[config.mk]
export PLATFORM = sky130hd
export DESIGN_NAME = bht_predictor
export DESIGN_NICKNAME = d
export VERILOG_FILES = /design/src/rtl/bht_predictor.sv
export SDC_FILE = /design/constraint.sdc
export NUM_CORES = 1
export LEC_CHECK = 0
export ABC_AREA = 0
export CAP_MARGIN = 25
export CELL_PAD_IN_SITES_DETAIL_PLACEMENT = 0
export CELL_PAD_IN_SITES_GLOBAL_PLACEMENT = 1
export CORE_MARGIN = 5
export CORE_UTILIZATION = 46
export DETAILED_ROUTE_END_ITERATION = 12
export GPL_TIMING_DRIVEN = 1
export PLACE_DENSITY_LB_ADDON = 0.12
export RECOVER_POWER = 50
export SYNTH_ARGS = -nofsm -noshare
export SYNTH_HDL_FRONTEND = slang
export SYNTH_SLANG_ARGS = --single-unit
[constraint.sdc]
create_clock -name clk -period 5.8 [get_ports clk]
set_clock_uncertainty 0.05 [all_clocks]
set_input_delay 1.74 -clock clk [delete_from_list [all_inputs] [get_ports clk]]
set_output_delay 1.74 -clock clk [all_outputs]
set_load 0.01 [all_outputs]
[src/rtl/bht_predictor.sv]
// Fetch-stage branch target buffer with 2-bit saturating direction counters.
// Zero-latency lookup on pc; training and statistics come back from execute.
module bht_predictor #(
    parameter int ADDR_BIT = 10,
    parameter int IDX_BIT  = 4
) (
    input  logic                clk,
    input  logic                rst_n,
    input  logic                flush,
    input  logic [ADDR_BIT-1:0] pc,
    output logic [ADDR_BIT-1:0] pc_guessed,
    output logic [1:0]          bht_state,
    output logic                hit,
    input  logic                upd_en,
    input  logic [ADDR_BIT-1:0] upd_pc,
    input  logic                upd_is_branch,
    input  logic                upd_is_jump,
    input  logic                upd_taken,
    input  logic [ADDR_BIT-1:0] upd_target,
    input  logic                upd_mispredict,
    output logic [31:0]         branch_cnt,
    output logic [31:0]         mispred_cnt
);
    localparam int ENTRIES = 1 << IDX_BIT;
    localparam int TAG_BIT = ADDR_BIT - IDX_BIT;

    logic                valid_q  [ENTRIES];
    logic [TAG_BIT-1:0]  tag_q    [ENTRIES];
    logic [ADDR_BIT-1:0] target_q [ENTRIES];
    logic [1:0]          state_q  [ENTRIES];

    logic [IDX_BIT-1:0]  rd_idx;
    logic [IDX_BIT-1:0]  wr_idx;
    logic [TAG_BIT-1:0]  rd_tag;
    logic [TAG_BIT-1:0]  wr_tag;
    logic                accept;
    logic                wr_hit;
    logic [1:0]          wr_state;
    logic [1:0]          state_nxt;

    assign rd_idx = pc[IDX_BIT-1:0];
    assign rd_tag = pc[ADDR_BIT-1:IDX_BIT];
    assign wr_idx = upd_pc[IDX_BIT-1:0];
    assign wr_tag = upd_pc[ADDR_BIT-1:IDX_BIT];

    assign hit        = valid_q[rd_idx] && (tag_q[rd_idx] == rd_tag);
    assign bht_state  = hit ? state_q[rd_idx] : 2'b01;
    assign pc_guessed = (hit && state_q[rd_idx][1]) ? target_q[rd_idx] : pc + ADDR_BIT'(1);

    assign accept   = upd_en && (upd_is_branch || upd_is_jump);
    assign wr_hit   = valid_q[wr_idx] && (tag_q[wr_idx] == wr_tag);
    assign wr_state = state_q[wr_idx];

    // Train from the stored counter, not the copy that travelled down the pipe.
    always_comb begin
        state_nxt = wr_state;
        if (upd_is_jump) begin
            state_nxt = 2'b11;
        end else if (upd_taken) begin
            if (wr_state != 2'b11) state_nxt = wr_state + 2'd1;
        end else begin
            if (wr_state != 2'b00) state_nxt = wr_state - 2'd1;
        end
    end

    always_ff @(posedge clk or negedge rst_n) begin
        if (!rst_n) begin
            for (int i = 0; i < ENTRIES; i++) begin
                valid_q[i]  <= 1'b0;
                tag_q[i]    <= '0;
                target_q[i] <= '0;
                state_q[i]  <= 2'b01;
            end
        end else if (flush) begin
            for (int i = 0; i < ENTRIES; i++) valid_q[i] <= 1'b0;
        end else if (accept) begin
            if (wr_hit) begin
                state_q[wr_idx] <= state_nxt;
                if (upd_taken) target_q[wr_idx] <= upd_target;
            end else if (upd_taken) begin
                valid_q[wr_idx]  <= 1'b1;
                tag_q[wr_idx]    <= wr_tag;
                target_q[wr_idx] <= upd_target;
                state_q[wr_idx]  <= upd_is_jump ? 2'b11 : 2'b10;
            end
        end
    end

    // Statistics count every accepted update, even one whose write a flush drops.
    always_ff @(posedge clk or negedge rst_n) begin
        if (!rst_n) begin
            branch_cnt  <= '0;
            mispred_cnt <= '0;
        end else if (accept) begin
            branch_cnt <= branch_cnt + 32'd1;
            if (upd_mispredict) mispred_cnt <= mispred_cnt + 32'd1;
        end
    end
endmodule

==> results.txt, run 1 <==
----------------------------------------------------
[Status]
  Status ... complete, but fails checks
  Failing checks ... max-capacitance violations, max-slew violations, negative setup slack

[Routing]
  DR WL/cell ... 24.5 µm
  1st-iter DRT viols ... 756
  Number of iterations in the first detailed-routing pass ... 5
  Post-route DRC violation count ... 0
  Number of vias per cell after detailed routing ... 5.82
  Final antenna-violating net count ... 0
  Total number of vias ... 11200
  Total wire length after detailed routing ... 47.0 mm

[Pwr]
  VDD IR-drop max ... 193 µV
  Total power divided by cell area ... 303 nW/µm²
  Static power due to leakage ... 9.72 nW

[Critical path]
  Data required, critical path ... 4010 ps
  Element type at the critical path start ... input pin
  CP peak stage delay ... 530 ps
  Critical path buffers and inverters ... 4
  Critical path cell sequence ... buf_16, buf_12, mux4_2, mux4_2, xor2_2, nor4_4, and2_4, buf_12, mux2_4, buf_6
  Largest driver fanout on the critical path ... 8
  Data arrival time at the worst-slack endpoint ... roughly 4300 ps
  Cell with the largest stage delay on the worst path ... mux4_2
  Crit path kind ... input pin to primary output
  Kind of cell adding the most delay to the critical path ... multiplexers
  Worst Setup End Kind ... primary output

[Place]
  Count of port buffers added during placement ... 114
  HPWL after detailed placement ... between 30 and 40 mm
  Number of instances in the placed design ... about 1800
  Pre-CTS setup slack ... -975 ps
  Last weighted congestion value of the routability-driven placer ... 0.804

[Global route]
  Met1 Resource Use GR ... 0.306
  Met2 usage in global routing ... 0.353
  Initial antenna violation count ... 1
  Via count of the first global-routing pass ... 11800
  Pin count of the biggest net entering global routing ... 102
  Remaining global-route overflow ... 0
  Grt peak-use layer ... met2
  Total GRT Usage ... 0.218
  First-pass GRT wire length ... 73.8 mm
  Fraction of met3 tracks used by global routing ... 0.0417

[Floorplan]
  Area of the core ... around 39000 µm²
  Number of core rows ... just over 70
  Io pins ... 115
  Initial Utilization ... 0.468
  Vert. Die Dim ... ~210 µm
  Die area ... 43600 µm²
  Overall die width ... 209 µm

[STA]
  Transition time at the pin with the least slew margin ... 3610 ps
  Final Critical Period ... 6070 ps
  Number of pins with negative max-slew slack in the final report ... 81
  Worst path setup slack after routing ... -270 ps
  Final setup violating endpoints ... 11
  RSZ-0062 raised after global routing ... true
  Worst hold slack ... approximately 430 ps
  Hold violation count in the final report ... 0
  Slew margin rel. ... -1.41
  Highest attainable clock frequency ... 165 MHz
  Post-route clock period utilization ... 1.05

[Layout]
  Commonest non-fill, non-tap cell in the layout ... dfrtp_1
  Ratio of cells with drive above 1 in the final layout ... 0.449
  Leading cell types in the layout, fill and taps excluded ... dfrtp_1 (352), mux2_2 (283), mux4_2 (131)
  Net count of the finished layout ... 1409
  Non-filler instance count after layout ... 1916
  Area Overhead vs Synth ... 19.2%

[Synth]
  Biggest area consumer among synthesized cells ... dfrtp_1
  Yosys Warn Count ... 0
  Number of synthesized flops with an enable pin ... 0
  Number of distinct standard cells referenced by the synthesized netlist ... 42
  Post-synth ARST share ... 1.00
  Fraction of synthesized cell area taken by the top area cell type ... 0.484
  Main synth FF type ... dfrtp_1
  Combined area of all synthesized cells ... roughly 18000 µm²
  Biggest area contributors in the synthesized netlist ... dfrtp_1 (48%), mux2_2 (18%), mux4_2 (16%), xnor2_1 (2.5%), dfstp_2 (2.3%)
  Share of synthesized area occupied by flip-flops and latches ... 0.507
  Net count of the mapped netlist ... 1254
  Post-synthesis sequential element count ... 368
  Average size of a mapped cell ... ~15 µm²
  Post-synthesis instance total ... 1213

[Clock network]
  TritonCTS Buffers ... 42
  Clock tree sinks ... ~370
  CTS tree ... done
  Number of levels the H-tree was split into ... 2
  Clock latency on the worst-skew pair ... roughly 560 ps
  CTS Root Buffer Type ... clkbuf_16
  Clock-pin slew on the worst setup and hold paths ... roughly 60 ps
  Largest buffer count on any clock path ... 3

[Hold path]
  Hold crit path type ... flop to flop

[Run]
  Reported max-cap violation count ... 1

----------------------------------------------------
==> final cells by class <==
| cell class | instances | area, µm² |
|---|---|---|
| tap | 518 | 648 |
| multi-input combinational | 760 | 8620 |
| timing repair buffer | 193 | 1840 |
| clock inverter | 10 | 109 |
| fill | 3216 | 17200 |
| sequential | 368 | 9230 |
| clock buffer | 63 | 1220 |
| antenna | 1 | 2.50 |
| inverter | 3 | 11.3 |
==> flip-flops by register name, summed over array words and instances, names as in the netlist <==
signal and cells:
state_q 32, branch_cnt 32, target_q 160, valid_q 16
mispred_cnt 32, tag_q 96
==> what timing repair did <==
| item | 4_1_cts | 5_1_grt |
|---|---|---|
| gates cloned | 3 | 0 |
| pin swaps | 4 | 0 |
| setup buffers | 4 | 3 |
| resized for setup | 75 | 11 |
| endpoints found under the setup margin | 13 | 12 |
| hold buffers | 0 | 0 |
==> report_power, final <==
| part | leakage (nW) | total (mW) | internal [mW] | switching (mW) |
|---|---|---|---|---|
| registers | 4.90 | 3.05 | 2.85 | 0.202 |
| clock network | 0.648 | 2.59 | 1.54 | 1.05 |
| logic | 4.16 | 0.933 | 0.552 | 0.382 |
| total | 9.72 | 6.57 | 4.94 | 1.63 |
==> path summary, 6_finish.rpt <==
path                                            startpoint                          end  slack [ps]  cells after the start
worst max-delay path                                 pc[0]                pc_guessed[1]        -270                     10
worst min-delay path            branch_cnt[31]$_DFFE_PN0P_   branch_cnt[31]$_DFFE_PN0P_         430                      1
worst max register to register       tag_q[10]$_DFFE_PN0P_      state_q[25]$_DFFE_PN0P_        2230                     10
worst min register to register  branch_cnt[31]$_DFFE_PN0P_   branch_cnt[31]$_DFFE_PN0P_         430                      1
max in group asynchronous                            rst_n     target_q[87]$_DFFE_PN0P_         560                      2
min in group asynchronous                            rst_n  mispred_cnt[14]$_DFFE_PN0P_        2420                      1
==> kinds of logic (layout without fill, tap and decap cells) <==
kind of cell,Yosys count,after routing,synth area share
flip-flops,368,368,0.507
adder cells (fa/ha/maj),3,3,0.00206
other,0,1,0
buffers and inverters,85,269,0.0221
AND/OR/NAND/NOR,182,182,0.0510
XOR/XNOR,84,84,0.0404
AO/OA/AOI/OAI,58,58,0.0289
multiplexers,433,433,0.348
==> cells in the mapped netlist (4+ instances only) <==
| cell type | number |
|---|---|
| nor3_2 | 9 |
| o2111ai_1 | 4 |
| nor2_2 | 6 |
| clkbuf_1 | 44 |
| buf_2 | 27 |
| xor2_1 | 33 |
| mux4_2 | 131 |
| a21o_1 | 15 |
| and3_1 | 16 |
| nand2_1 | 52 |
| o2111ai_2 | 13 |
| nand3_1 | 29 |
| buf_1 | 5 |
| o21ai_0 | 11 |
| dfrtp_1 | 352 |
| mux2i_1 | 11 |
| mux2_1 | 8 |
| nand4_1 | 14 |
| mux2_2 | 283 |
| nor2b_1 | 7 |
| buf_6 | 5 |
| dfstp_2 | 16 |
| xnor2_1 | 51 |
| a22oi_1 | 4 |
| nor2_1 | 35 |
==> per-stage QoR <==
| stage | total power [mW] | TNS (ps) | util | area [µm²] |
|---|---|---|---|---|
| 4_1_cts | 6.66 | -2290 | 0.558 | 21700 |
| 3_5_place_dp | 4.03 | -10930 | 0.520 | 20200 |
| 3_3_place_gp | 4.00 | -10460 | 0.519 | 20200 |
| 6_report | 6.57 | -1860 | 0.557 | 21700 |
| 5_1_grt | 6.86 | -49370 | 0.557 | 21700 |
| 2_1_floorplan | 3.65 | -1950 | - | 18300 |
==> per-layer routing <==
| metal | part of all wire | vias to the layer above |
|---|---|---|
| met2 | 0.49 | 263 |
| met3 | 0.048 | 70 |
| met5 | 0 | - |
| met4 | 0.022 | 0 |
| li1 | - | 4869 |
| met1 | 0.44 | 5954 |
Note: power is estimated with default switching activity, not from simulation.
==> inputs of run 2 (changes only) <==
- ABC_CLOCK_PERIOD_IN_PS: default -> 5800
- CORE_MARGIN: 5 -> 4
==> run 2 against run 1 <==
  * The run still ends with max-capacitance violations, max-slew violations, negative setup slack left
  * Combinational power hardly changed
  * Sequential power hardly changed
  * Hold slack worse by 4.3 ps
  * First-iteration DRC count is 7.1% lower
  * Die area is 1.9% lower
  * Clock power hardly changed
  * Sequential share of layout area is 0.21 points lower
  * Final cell count is 0.47% higher
  * Critical path type unchanged
  * Largest cell class unchanged
  * Largest power group unchanged
==> results.txt, run 2 (synthesis results as in run 1) <==
----------------------------------------------------
[Clock network]
  TritonCTS Buffers ... 42 (unchanged)
  Clock-pin slew on the worst setup and hold paths ... 60 ps (about the same)
  CTS tree ... done
  Largest buffer count on any clock path ... 3 (unchanged)
  Number of levels the H-tree was split into ... 2 (unchanged)
  Clock latency on the worst-skew pair ... 560 ps (about the same)
  Clock tree sinks ... 368 (unchanged)
  CTS Root Buffer Type ... clkbuf_16
  Total of hold buffers inserted after clock tree synthesis ... 0 (unchanged)

[Critical path]
  Crit path kind ... input pin to primary output
  Worst Setup End Kind ... primary output
  Data arrival time at the worst-slack endpoint ... 4410 ps (+130 ps)
  Data required, critical path ... 4010 ps (about the same)
  Number of cells on the worst reg-to-reg path ... 9 (-1)
  Reg-to-reg critical path startpoint ... tag_q[6]$_DFFE_PN0P_
  Worst Setup SP ... pc[0]
  Cell with the largest stage delay on the worst path ... mux4_2
  Slack of the worst reg-to-reg path ... 2290 ps (+60 ps)
  Terminus of the critical flop-to-flop path ... state_q[17]$_DFFE_PN0P_
  Element type at the critical path start ... input pin
  CP peak stage delay ... 490 ps (-40 ps)
  Critical path cell sequence ... buf_16, buf_12, mux4_2, mux4_2, xnor2_1, nand4_1, nor4_4, and2_4, buf_12, mux2_4, buf_6
  Critical path buffers and inverters ... 4 (unchanged)
  Largest driver fanout on the critical path ... 6 (-2)
  Kind of cell adding the most delay to the critical path ... multiplexers

[Routing]
  Total number of vias ... 11100 (-0.22%)
  1st-iter DRT viols ... 702 (-7.1%)
  Number of vias per cell after detailed routing ... 5.78 (-0.69%)
  Number of iterations in the first detailed-routing pass ... 4 (-1)
  Total wire length after detailed routing ... 46.6 mm (-0.80%)
  DR WL/cell ... 24.2 µm (-1.3%)
  Post-route DRC violation count ... 0 (unchanged)
  Final antenna-violating net count ... 0 (unchanged)

[Layout]
  Number of antenna diodes ... 0 (-1)
  Ratio of cells with drive above 1 in the final layout ... 0.453 (+0.00463)
  Registers with the most flip-flops ... target_q x160, tag_q x96
  Commonest non-fill, non-tap cell in the layout ... dfrtp_1
  Area Overhead vs Synth ... 19.7%
  Non-filler instance count after layout ... 1925 (+0.47%)
  Leading cell types in the layout, fill and taps excluded ... dfrtp_1 (352), mux2_2 (283), mux4_2 (131)
  Flip-flop count of the largest register after layout ... 160 (unchanged)
  Post-route cell area ... 21800 µm² (+0.48%)
  Register ranked first by flip-flop count ... target_q
  Net count of the finished layout ... 1417 (+0.57%)

[STA]
  Worst path setup slack after routing ... -397 ps (-127 ps)
  Hold violation count in the final report ... 0 (unchanged)
  Worst hold slack ... 421 ps (-4.30 ps)
  Transition time at the pin with the least slew margin ... 2560 ps (-1050 ps)
  Slew margin rel. ... -0.704 (+0.706)
  Final setup violating endpoints ... 11 (unchanged)
  Highest attainable clock frequency ... 161 MHz (-2.1%)
  Post-route clock period utilization ... 1.07 (+0.0219)
  Number of pins with negative max-slew slack in the final report ... 381 (+370%)
  Final Critical Period ... 6200 ps (+127 ps)
  RSZ-0062 raised after global routing ... true

[Global route]
  Via count of the first global-routing pass ... 11700 (-0.92%)
  Total GRT Usage ... 0.223 (+0.00532)
  Pin count of the biggest net entering global routing ... 102 (unchanged)
  Initial antenna violation count ... 0 (-1)
  Remaining global-route overflow ... 0 (unchanged)
  First-pass GRT wire length ... 72.2 mm (-2.2%)

[Place]
  Last weighted congestion value of the routability-driven placer ... 0.827 (+2.9%)
  Pre-CTS setup slack ... -1070 ps (-94.7 ps)
  HPWL after detailed placement ... 30.4 mm (-1.2%)
  Instance area after placement ... 20300 µm² (about the same)
  Number of instances in the placed design ... 1839 (+0.33%)
  Count of port buffers added during placement ... 114 (unchanged)

[Hold path]
  Worst Hold Path EP ... mispred_cnt[31]$_DFFE_PN0P_
  Cell count of the worst hold path ... 1 (unchanged)
  Beginning of the worst hold path ... mispred_cnt[31]$_DFFE_PN0P_
  Hold crit path type ... flop to flop

[Status]
  Failing checks ... max-capacitance violations, max-slew violations, negative setup slack
  Status ... complete, but fails checks

[Floorplan]
  Io pins ... 115 (unchanged)
  Overall die width ... 207 µm (-0.96%)
  Initial Utilization ... 0.468 (unchanged)
  Number of core rows ... 72 (unchanged)
  Vert. Die Dim ... 207 µm (-0.96%)
  Die area ... 42800 µm² (-1.9%)
  Area of the core ... 38900 µm² (unchanged)

[Pwr]
  VDD IR-drop max ... 231 µV (+20%)
  Overall power consumption ... 6.58 mW (+0.11%)
  Static power due to leakage ... 9.77 nW (+0.56%)
  Total power divided by cell area ... 302 nW/µm² (-0.37%)

[Run]
  Reported max-cap violation count ... 7 (+6)

----------------------------------------------------
run 2: cell count changes in the layout (fill, tap and decap cells not counted), moves of 2 or more:
cell      before  now
o21ai_2        0    2
buf_4         63   61
clkbuf_1      13   17
clkinv_2       5    8
clkbuf_2       0    3
xnor2_1       48   50
xnor2_2        3    1
buf_6         11   13
o21ai_1        7    5
run 2: layout make-up:
type	instances	area [µm²]
clock buffer	62	1220
clock inverter	13	124
fill	3221	17100
inverter	3	11.3
multi-input combinational	760	8650
sequential	368	9230
tap	518	648
timing repair buffer	201	1910
run 2: power by group:
part / total, mW / switching (mW) / internal (mW)
sequential: 3.06 / 0.202 / 2.85
combinational: 0.936 / 0.381 / 0.555
clock: 2.59 / 1.05 / 1.54
run 2: worst max path at each step:
stage | endpoint | cells after the start
4_1_cts | pc_guessed[1] | 11
3_5_place_dp | pc_guessed[1] | 10
3_3_place_gp | pc_guessed[1] | 10
6_report | pc_guessed[1] | 11
2_1_floorplan | pc_guessed[1] | 10
5_1_grt | pc_guessed[1] | 11
run 2: layer usage:
| metal | vias up | wire length (µm) | GRT usage |
|---|---|---|---|
| met5 | - | 0 | 0 |
| met4 | 0 | 1230 | 0.0619 |
| met3 | 75 | 2180 | 0.0434 |
| met2 | 241 | 22200 | 0.358 |
| met1 | 5932 | 21000 | 0.315 |
| li1 | 4883 | - | - |
run 2: stage by stage:
stage          setup TNS [ps]  utilization
2_1_floorplan           -1950            -
3_3_place_gp           -11770        0.520
3_5_place_dp           -12110        0.521
4_1_cts                 -3490        0.559
5_1_grt                 -4220        0.560
6_report                -3230        0.560
run 2: timing repair:
item                       in CTS  in global routing
setup endpoints to repair      13                 13
gates resized for setup        83                 10
buffers inserted                6                  3
hold endpoints to repair        0                  0
pin swaps                       5                  2
cloned                          3                  0
==> inputs of run 3 (changes only) <==
- CORE_ASPECT_RATIO: default -> 1.25
==> run 3 against run 2 <==
  * Clock power about the same
  * First-iteration DRC count down 3.1%
  * Hold slack got worse by 16 ps
  * Sequential share of layout area barely moved
  * Register-to-register slack gained 110 ps
  * Utilization is 0.25 points lower
  * The run still ends with max-capacitance violations, max-slew violations, negative setup slack left
  * Global-route usage down 0.30 points
  * Combinational power barely moved
  * Largest cell class unchanged
  * Critical endpoint unchanged
  * Die area about the same
==> results.txt, run 3 (synthesis results as in run 1) <==
----------------------------------------------------
[Layout]
  Ratio of cells with drive above 1 in the final layout ... 0.460 (+0.00628)
  Leading cell types in the layout, fill and taps excluded ... dfrtp_1 (352), mux2_2 (283), mux4_2 (131)
  Registers with the most flip-flops ... target_q x160, tag_q x96
  Commonest non-fill, non-tap cell in the layout ... dfrtp_1
  Net count of the finished layout ... 1414 (-0.21%)
  Number of antenna diodes ... 0 (unchanged)
  Area Overhead vs Synth ... 19.8% (about the same)
  Register ranked first by flip-flop count ... target_q
  Non-filler instance count after layout ... 1901 (-1.2%)
  Flip-flop count of the largest register after layout ... 160 (unchanged)
  Finished Core Util ... 0.557 (-0.00248)

[Floorplan]
  Die area ... 42800 µm² (about the same)
  Io pins ... 115 (unchanged)
  Vert. Die Dim ... 230 µm (+11%)
  Initial Utilization ... 0.465 (-0.00242)
  Overall die width ... 186 µm (-10%)
  Number of core rows ... 81 (+13%)
  Area of the core ... 39100 µm² (+0.52%)

[STA]
  Worst hold slack ... 405 ps (-15.7 ps)
  Post-route clock period utilization ... 1.07 (-0.00119)
  Number of pins with negative max-slew slack in the final report ... 114 (-70%)
  Slew margin rel. ... -0.955 (-0.251)
  Hold violation count in the final report ... 0 (unchanged)
  RSZ-0062 raised after global routing ... true
  Final Critical Period ... 6190 ps (-6.91 ps)
  Final setup violating endpoints ... 12 (+1)
  Worst path setup slack after routing ... -391 ps (+6.91 ps)
  Transition time at the pin with the least slew margin ... 2930 ps (+376 ps)
  Total negative slack ... -3340 ps (-108 ps)
  Highest attainable clock frequency ... 162 MHz (+0.11%)

[Clock network]
  CTS Root Buffer Type ... clkbuf_16
  TritonCTS Buffers ... 41 (-2.4%)
  Largest buffer count on any clock path ... 3 (unchanged)
  Clock tree sinks ... 368 (unchanged)
  CTS tree ... done
  Clock latency on the worst-skew pair ... 560 ps (about the same)
  Total of hold buffers inserted after clock tree synthesis ... 0 (unchanged)
  Clock-pin slew on the worst setup and hold paths ... 60 ps (about the same)
  Number of levels the H-tree was split into ... 2 (unchanged)

[Run]
  Reported max-cap violation count ... 1 (-6)

[Pwr]
  VDD IR-drop max ... 269 µV (+16%)
  Register share of total power ... 0.464 (about the same)
  Cell-internal power ... 4.94 mW (about the same)
  Net switching power ... 1.63 mW (about the same)
  Fraction of power spent switching nets ... 0.248 (about the same)
  Clock share of power ... 0.393 (about the same)
  Static power due to leakage ... 9.80 nW (+0.35%)
  Combinational share of power ... 0.143 (about the same)
  Total power divided by cell area ... 302 nW/µm² (-0.14%)

[Critical path]
  Element type at the critical path start ... input pin
  Critical path cell sequence ... buf_16, buf_6, mux4_2, mux4_2, xnor2_1, nand4_1, nor4_4, and2_4, buf_12, mux2_4, buf_6
  Worst Setup End Kind ... primary output
  Data required, critical path ... 4010 ps (about the same)
  CP peak stage delay ... 480 ps (about the same)
  Cell with the largest stage delay on the worst path ... mux4_2
  Largest driver fanout on the critical path ... 8 (+2)
  Kind of cell adding the most delay to the critical path ... multiplexers
  Data arrival time at the worst-slack endpoint ... 4400 ps (about the same)
  Critical path buffers and inverters ... 4 (unchanged)
  Crit path kind ... input pin to primary output

[Global route]
  First-pass GRT wire length ... 72.5 mm (+0.50%)
  Pin count of the biggest net entering global routing ... 114 (+12%)
  Remaining global-route overflow ... 0 (unchanged)
  Via count of the first global-routing pass ... 11800 (+0.72%)
  Initial antenna violation count ... 0 (unchanged)
  Total GRT Usage ... 0.220 (-0.00301)

[Routing]
  Total wire length after detailed routing ... 46.0 mm (-1.4%)
  Number of vias per cell after detailed routing ... 5.86 (+1.3%)
  DR WL/cell ... 24.2 µm (-0.17%)
  Total number of vias ... 11100 (+0.0090%)
  Met2 wire len ... 23.2 mm (+4.6%)
  Number of iterations in the first detailed-routing pass ... 4 (unchanged)
  Post-route DRC violation count ... 0 (unchanged)
  1st-iter DRT viols ... 680 (-3.1%)
  Metal1 wirelength ... 19.9 mm (-5.5%)
  Final antenna-violating net count ... 0 (unchanged)
  Highest layer used for signal routing ... met4
  Routed length on met3 ... 1.70 mm (-22%)

[Place]
  HPWL after detailed placement ... 30.1 mm (-0.84%)
  Last weighted congestion value of the routability-driven placer ... 0.798 (-3.5%)
  Number of instances in the placed design ... 1815 (-1.3%)
  Count of port buffers added during placement ... 114 (unchanged)

[Status]
  Status ... complete, but fails checks
  Failing checks ... max-capacitance violations, max-slew violations, negative setup slack

[Hold path]
  Hold crit path type ... flop to flop

----------------------------------------------------
==> run 3: routing by layer <==
metal  up-vias  GRT usage
met5         -          0
met4         0     0.0606
met3        71     0.0298
met2       249      0.367
met1      5941      0.305
li1       4871          -
==> run 3: stage by stage <==
step,worst slack [ps],power [mW],area (µm²)
5_1_grt,-447,6.88,21800
4_1_cts,-318,6.67,21800
3_3_place_gp,-934,4.01,20200
2_1_floorplan,-235,3.65,18300
6_report,-391,6.58,21800
3_5_place_dp,-971,4.03,20200
==> run 3: power groups by stage <==
| stage | registers, mW | clock network (mW) | logic (mW) |
|---|---|---|---|
| after floorplan | 3.05 | 0 | 0.608 |
| after global routing | 3.09 | 2.77 | 1.02 |
| after global placement | 3.09 | 0 | 0.919 |
| final | 3.05 | 2.59 | 0.937 |
| after CTS | 3.05 | 2.66 | 0.954 |
| after detailed placement | 3.10 | 0 | 0.936 |
==> run 3: what timing repair did <==
item | CTS | global route
gates resized for setup | 81 | 17
pin swaps | 5 | 5
setup endpoints to repair | 13 | 13
setup buffers | 9 | 1
cloned | 4 | 0
==> run 3: final cells by class <==
| class | count | area [µm²] |
|---|---|---|
| Clock inverter | 12 | 139 |
| Timing Repair Buffer | 199 | 1940 |
| Sequential cell | 368 | 9230 |
| Tap cell | 498 | 623 |
| Clock buffer | 61 | 1210 |
| Fill cell | 3208 | 17300 |
| Inverter | 3 | 11.3 |
| Multi-Input combinational cell | 760 | 8650 |
==> run 3: worst paths after layout <==
kind                                                   from                     endpoint  slack, ps  cells past startpoint
worst min-delay path            mispred_cnt[31]$_DFFE_PN0P_  mispred_cnt[31]$_DFFE_PN0P_        410                      1
min in group asynchronous                             rst_n  mispred_cnt[29]$_DFFE_PN0P_       2060                      1
worst max register to register         tag_q[2]$_DFFE_PN0P_        tag_q[79]$_DFFE_PN0P_       2400                      9
worst max-delay path                                  pc[0]                pc_guessed[1]       -390                     11
worst min register to register  mispred_cnt[31]$_DFFE_PN0P_  mispred_cnt[31]$_DFFE_PN0P_        410                      1
max in group asynchronous                             rst_n     target_q[41]$_DFFE_PN0P_        870                      2
==> run 3: worst register-to-register path: cells and delay by family, from the launching register on <==
family / cells / cell delay [ps]
AO/OA/AOI/OAI: 1 / 60
multiplexers: 3 / 1380
buffers and inverters: 2 / 390
AND/OR/NAND/NOR: 2 / 820
flip-flops: 1 / 400
XOR/XNOR: 1 / 170
==> RTL edit: new RTL, settings of run 3 <==
Change the parameter `IDX_BIT` from 4 to 6.
--- a/src/rtl/bht_predictor.sv
+++ b/src/rtl/bht_predictor.sv
@@ -3,5 +3,5 @@
 module bht_predictor #(
     parameter int ADDR_BIT = 10,
-    parameter int IDX_BIT  = 4
+    parameter int IDX_BIT  = 6
 ) (
     input  logic                clk,
Function: not settled (the Yosys comparison gave no result); the edit may change what the design does.
==> RTL edit against run 3 <==
  * Largest power group unchanged
  * Highest routed layer unchanged
  * Synthesized area increased to 3.1 times the old value
  * Sequential power rose to 2.8 times the old value
  * Design area grew to 3.0 times the old value
  * Sequential cell count up 784
  * The run still ends with capacitance limit, slew limit, setup timing left
  * Non-clock buffer count increased by 335
  * First-iteration DRC count grew to 4.9 times the old value
  * Setup slack got worse by 0.82 ns
  * Global-route usage rose by 6.7 points
  * Combinational power increased by 93%
  * Total power grew to 2.8 times the old value
  * Core utilization down 1.4 points
  * Routed wire length rose to 4.0 times the old value
==> RTL edit: results (changes against run 3) <==
| Metric | Value |
|---|---|
| Register area share after synthesis | `50.9% (+0.19 points)` |
| Final setup vio count | `13 (+1)` |
| Final slew viol count | `1005 (+780%)` |
| Failing checks | `capacitance limit, slew limit, setup timing` |
| Layout cells sized above 1 | `42.8% (-3.2 points)` |
| Post-Synth XOR/XNOR Area | `1.19% (-2.9 points)` |
| Largest net degree at the start of global routing | `133 (+17%)` |
| Pre-Repair DR Iteration Count | `5 (+1)` |
| TritonCTS Sinks | `1152 (+210%)` |
| Reg-to-Reg End | `tag_q[184]` |
| Clock network contribution to total cell area | `5.92% (-0.27 points)` |
| Setup Buffers After CTS | `7 (-2)` |
| # rows | `143 (+77%)` |
| Top post-synthesis cells by count | `1088 x dfrtp_1, 749 x mux2_2, 373 x mux4_2, 209 x clkbuf_1, 166 x mux2_1` |
| Signal buffers | `534 (+170%)` |
| Flop2flop setup slack | `1.91 ns (-0.49 ns)` |
| Max_cap viols | `15 (+14)` |
| Vias in the first global route | `39300 (+230%)` |
| Clock buffers | `189 (+210%)` |
| Outcome | `finished, violations left` |
| Worst-Margin Slew | `2.70 ns (-0.237 ns)` |
| Antenna Cells | `1 (+1)` |
| Leakage power | `31.1 nW (+220%)` |
| Worst slack at placement | `-1.73 ns (-0.763 ns)` |
| Hold Worst Slack | `0.429 ns (+0.0232 ns)` |
| Compound-Gate Fraction of Synth Area | `6.42% (+3.5 points)` |
| GR Util met2 | `47.3% (+11 points)` |
| # resized after CTS | `70 (-14%)` |
| Initial drt markers | `3346 (+390%)` |
| Final std cells w/o fill | `6007 (+220%)` |
| Setup ws final | `-1.21 ns (-0.817 ns)` |
| Worst reg2reg path depth | `12 (+3)` |
| Placed Cells | `5778 (+220%)` |
| Setup crit end | `pc_guessed[9]` |
| Worst-path maximum fanout | `10 (+2)` |
| # fillers | `10200 (+220%)` |
| Vias | `37800 (+240%)` |
[RTL edit: cell types whose count changed in the layout (fill, tap and decap cells not counted), moves of 47 or more]
cell       delta
a22oi_1     +160
mux2_2      +466
mux4_2      +242
dfstp_2      +48
mux2_1      +158
clkbuf_16    +79
a21o_1       +48
inv_1       +106
dfrtp_1     +736
nor2_1      +126
o21ai_1      +47
nand2_1      +50
buf_4       +274
[RTL edit: power by group through the flow]
stage / combinational [W] / clock, W / sequential, W
floorplan: 0.00101 / 0 / 0.00867
global placement: 0.00179 / 0 / 0.00873
detailed placement: 0.00182 / 0 / 0.00874
CTS: 0.00185 / 0.00794 / 0.00860
global route: 0.00194 / 0.00824 / 0.00863
finish: 0.00181 / 0.00777 / 0.00860
[RTL edit: per-layer routing]
metal | routed length [µm] | share of wire [%]
met5 | 0 | 0
met4 | 9820 | 5.3
met3 | 9390 | 5.1
met2 | 90200 | 49
met1 | 75200 | 41
